<file path="config.mk">
export PLATFORM = sky130hd
export DESIGN_NAME = pipe_stage_chain
export DESIGN_NICKNAME = d
export VERILOG_FILES = /design/src/rtl/pipe_stage_chain.sv
export SDC_FILE = /design/constraint.sdc
export NUM_CORES = 1
export LEC_CHECK = 0
export CAP_MARGIN = 20
export CORE_MARGIN = 3
export CORE_UTILIZATION = 30
export CTS_BUF_LIST = sky130_fd_sc_hd__clkbuf_8
export CTS_CLUSTER_DIAMETER = 100
export DETAILED_ROUTE_END_ITERATION = 10
export GPL_TIMING_DRIVEN = 0
export PLACE_DENSITY = 0.58
export SLEW_MARGIN = 25
export SYNTH_ARGS = -nofsm -noshare
export SYNTH_HDL_FRONTEND = slang
export SYNTH_SLANG_ARGS = --single-unit
</file>
<file path="constraint.sdc">
create_clock -name clk -period 4.3 [get_ports clk]
set_clock_uncertainty 0.1 [all_clocks]
set_input_delay 0.86 -clock clk [delete_from_list [all_inputs] [get_ports clk]]
set_output_delay 0.86 -clock clk [all_outputs]
set_load 0.05 [all_outputs]
</file>
<file path="src/rtl/pipe_stage_chain.sv">
// rtl/pipe_stage_chain.sv - elastic valid/ready pipeline register chain with flush and occupancy
// Stage 0 faces the producer, stage DEPTH-1 drives out_*; state updates on the falling edge.
module pipe_stage_chain #(
  parameter int WIDTH = 32,
  parameter int DEPTH = 2,
  parameter int CW    = $clog2(DEPTH + 1)
) (
  input  logic             clk,
  input  logic             reset,
  input  logic             flush,
  input  logic             in_valid,
  input  logic [WIDTH-1:0] in_data,
  output logic             in_ready,
  output logic             out_valid,
  output logic [WIDTH-1:0] out_data,
  input  logic             out_ready,
  output logic [CW-1:0]    occupancy
);

  logic [DEPTH-1:0] valid;
  logic [DEPTH-1:0] acc;
  logic [DEPTH-1:0] up_valid;
  logic [DEPTH-1:0] valid_nxt;
  logic [WIDTH-1:0] data    [DEPTH];
  logic [WIDTH-1:0] up_data [DEPTH];
  logic [CW-1:0]    occ_nxt;

  // A stage can take new content if it is empty or its own content moves on.
  always_comb begin
    acc = '0;
    acc[DEPTH-1] = ~valid[DEPTH-1] | out_ready;
    for (int i = DEPTH - 2; i >= 0; i--) begin
      acc[i] = ~valid[i] | acc[i+1];
    end
  end

  always_comb begin
    up_valid    = '0;
    up_valid[0] = in_valid;
    up_data[0]  = in_data;
    for (int i = 1; i < DEPTH; i++) begin
      up_valid[i] = valid[i-1];
      up_data[i]  = data[i-1];
    end
  end

  always_comb begin
    valid_nxt = '0;
    occ_nxt   = '0;
    for (int i = 0; i < DEPTH; i++) begin
      if (!flush) begin
        valid_nxt[i] = acc[i] ? up_valid[i] : valid[i];
      end
      occ_nxt = occ_nxt + CW'(valid_nxt[i]);
    end
  end

  assign in_ready  = acc[0] & ~flush;
  assign out_valid = valid[DEPTH-1] & ~flush;
  assign out_data  = data[DEPTH-1];

  // Bubbles move valid=0 forward but leave the stale payload in place.
  always_ff @(negedge clk or posedge reset) begin
    if (reset) begin
      valid     <= '0;
      occupancy <= '0;
      for (int i = 0; i < DEPTH; i++) begin
        data[i] <= '0;
      end
    end else begin
      valid     <= valid_nxt;
      occupancy <= occ_nxt;
      for (int i = 0; i < DEPTH; i++) begin
        if (flush) begin
          data[i] <= '0;
        end else if (acc[i] && up_valid[i]) begin
          data[i] <= up_data[i];
        end
      end
    end
  end

endmodule

</file>
Yosys cells after proc, flatten, opt, wreduce, memory -nomap -nowiden. Index checks and enable logic that the tools add are counted.

Flip-flop bits (word level): 68. Input bits: 37. Output and inout port bits: 36. Word-level logic and storage cells: 24.

Add/sub/neg operators: 1. Muxes and demuxes: 8. Bitwise gates (word level): 7. Reductions and logical operators: 4.

Operators with widths (number): two-way mux 32 bit (4); two-way mux 1 bit (4); nonzero test 2 bit (2); NOT 1 bit (3); adder 1 x 1 -> 2 bit (1); bitwise AND 1 bit (2); logical AND 1 bit (2); bitwise OR 1 bit (2).

Longest topological paths before layout.
Depth in word-level cells: 6. Mapped depth: 6. Mapped depth without buffers: 4.

==> impl_results.md <==
* Status: finished, violations left
* Violated checks: setup timing
* Setup_tns at -119.8 ps
* Tot Pwr at around 1400 uW
* Port-buffer cells at between 70 and 80
* Combinational share of power at 0.164
* Gate Count Post-Synth at 332
* DP Cell Count at 545
* Vias post-DR at about 2.5k
* Clk root buf: clkbuf_8
* Max Root-Sink Buffers at 2
* Prevailing post-synth register cell: dfrtn_1
* Io pins at 73
* Hold wc startpoint: data[50]
* Clock network power share at 0.328
* Synth Area per Inst at 10.25 um2
* Switching Fraction at 0.2723
* Slew @ Worst Pin at about 540 ps
* Global-route wire length before repair at about 14,000 um
* Die Wd at between 100 and 150 um
* Reg2reg end: occupancy[0]
* Post-DRT Antenna Nets at 0
* Clk_lat worst skew at between 300 and 400 ps
* Share of cells above drive strength 1 at 0.2458
* Final Non-Filler Cells at roughly 560
* Endpoint, Worst Hold: data[50]
* Worst vdd ir at around 130 uV
* Clock Sinks at roughly 70
* Worst path required time at 3340 ps
* Initial DRC Count at 90
* Final setup vio count at 1
* Seq/Total Area, Yosys at 0.5002
* Total detailed-routing wirelength at approximately 8200 um
* Hold Vio Cnt, Final at 0
* Fin worst setup slack at -119.8 ps
* DP Area at 0.004350 mm2
* Slowest stage delay, CP at between 400 and 500 ps
* Final Cell Area at about 0.0044 mm2
* Net count, final at 454
* CP Class: register to output pin
* Sw power at roughly 370 uW
* Register clock-pin slew on the reported worst setup and hold paths at approximately 50 ps
* Area Overhead vs Synth at 28.76%
* WHS Path Cells at 2
* Worst Hold Class: register to register
* Distinct cells, synth at 19
* Syn Nets at 370
* Critical path peak fanout at 3
* Flop-to-flop setup slack at 2530 ps
* Via density at roughly 4.5
* Row cnt at 38
* RePlAce Congestion at between 0.7 and 0.8
* Largest net degree at the start of global routing at 32
* CP Launch Type: register
* Static Leak at between 0.002 and 0.0025 uW
* R2r startpoint: valid[0]
* Vias in the first global route at about 2.7k
* Synthesized area at between 0.003 and 0.004 mm2
* Height of the die at ~110 um
* CP max stage cell: dfrtn_1
* Initial antenna violation count at 0
* Seq cells post-synth at a little under 70
* DR pass1 iterations at 4
* Max-Cap Viols at 0
* Antenna Cells at 0
* Wire per inst at approximately 15 um
* RSZ-0062 raised after global routing: yes
* Slew margin rel. at 0.6365
* Cell Int Power at between 900 and 1000 uW
* Die footprint at roughly 0.013 mm2
* CTS Buf Count at 9
* Cells on worst reg2reg path at 5
* Total gr overflow at 0
* Max-slew violation count at 0
* CTS tree: yes
* Async S/R FF share, synth at 1.000
* DRC violations left at 0
* Crit path max-delay family: flip-flops
* H-tree levels at 3
* Initial core utilization at 0.3098
* HPWL Detailed at a little under 6000 um
* Worst path cell trace: nor2b_4, clkbuf_16, a21oi_4, buf_8
* Critical path arrival at 3460 ps
* CP Capture Type: output pin
* Number of synthesized flops with an enable pin at 0
* Core area at approximately 0.011 mm2
* PwrDens at 309.1 mW/mm2
* GRT Util Overall at 0.1363
* CP bufs+invs at 2
* Sequential Power Share at 0.508
* Ys Warns at 0
==> timing repair <==
action	in CTS	in global routing
endpoints found under the setup margin	38	2
pin swaps	1	1
gates resized for setup	189	4
setup buffers	2	0
hold buffers	0	0
==> cell families after synthesis <==
kind of cell,after synthesis,synth area share
AOI/OAI and AO/OA,68,0.1041
adders and majority gates,1,0.003677
buffers and inverters,63,0.1239
DFF,68,0.5002
muxes,32,0.09415
and+or+nand+nor,100,0.1740
==> stage by stage <==
stage | util | hold slack [ps] | setup slack (ps)
2_1_floorplan | - | 376.8 | 11.50
3_3_place_gp | 0.3918 | 393.1 | -730.8
3_5_place_dp | 0.3961 | 398.7 | -753.2
4_1_cts | 0.4005 | 400.9 | -204.5
5_1_grt | 0.3988 | 431.1 | -182.7
6_report | 0.3988 | 398.9 | -119.8
==> worst max-delay path by stage <==
stage	start	end	depth (start not counted)
final	valid[1]	in_ready	4
after detailed placement	valid[0]	in_ready	4
after CTS	valid[1]	in_ready	5
after global placement	valid[0]	in_ready	4
after floorplan	flush	occupancy[0]	5
after global routing	valid[1]	in_ready	4
==> power by group through the flow <==
stage | Sequential, uW | Clock [uW] | Combinational [uW]
after floorplan | 699 | 0 | 139
after global placement | 699 | 0 | 222
after detailed placement | 700 | 0 | 230
after CTS | 689 | 458 | 228
after global routing | 691 | 483 | 242
final | 688 | 444 | 222
==> routing by layer <==
metal | part of all wire | up-vias | GRT usage
met5 | 0 | - | 0
li1 | - | 1243 | -
met4 | 0.0086 | 0 | 0.03365
met1 | 0.46 | 1195 | 0.1807
met3 | 0.053 | 11 | 0.03935
met2 | 0.48 | 61 | 0.2205
==> cells in the final DEF, fill, tap and decap left out <==
cell type,netlist,final
clkbuf_16,0,1
buf_16,0,1
a21boi_4,1,1
a21oi_4,0,1
clkbuf_1,16,13
clkdlybuf4s15_2,0,2
buf_12,3,4
clkinv_2,0,3
buf_2,7,38
nand3_1,32,32
clkbuf_8,0,10
buf_4,32,36
nand2b_1,64,64
clkinvlp_4,0,1
clkdlybuf4s50_1,0,34
or2b_1,1,1
a21oi_1,35,33
buf_1,2,1
buf_8,0,1
nor2_1,1,1
nor2b_1,1,1
a21oi_2,0,1
nor2b_4,1,1
clkbuf_2,0,2
dfrtn_1,68,68
dlygate4sd2_1,0,1
o21ai_0,32,32
ha_1,1,1
inv_1,2,2
mux2i_1,32,32
==> cells in the mapped netlist, types with 2 or more instances <==
cell type / number / area, um2
a21oi_1: 35 / 175.2
buf_1: 2 / 7.510
buf_12: 3 / 60.06
buf_2: 7 / 35.03
buf_4: 32 / 240.2
clkbuf_1: 16 / 60.06
dfrtn_1: 68 / 1702
inv_1: 2 / 7.510
mux2i_1: 32 / 320.3
nand2b_1: 64 / 400.4
nand3_1: 32 / 160.2
o21ai_0: 32 / 160.2
==> tightest hold or removal path: stages, from the launching register on <==
cell and delay (ps):
dfrtn_1 400, nand2b_1 60, mux2i_1 110
==> cell type report <==
cell class / count / area, um2
Buffer: 59 / 425.4
Fill cell: 1122 / 6603
Sequential cell: 68 / 1702
Multi-Input combinational cell: 201 / 1294
Tap cell: 140 / 175.2
Timing Repair Buffer: 75 / 616.8
Inverter: 2 / 11.26
Clock inverter: 4 / 18.77
Clock buffer: 10 / 137.6
==> sequential cells by signal (all words and copies together) (netlist names) <==
name and count:
occupancy 2, out_data 32, data 32, valid 2
(Power assumes the default switching activity.)
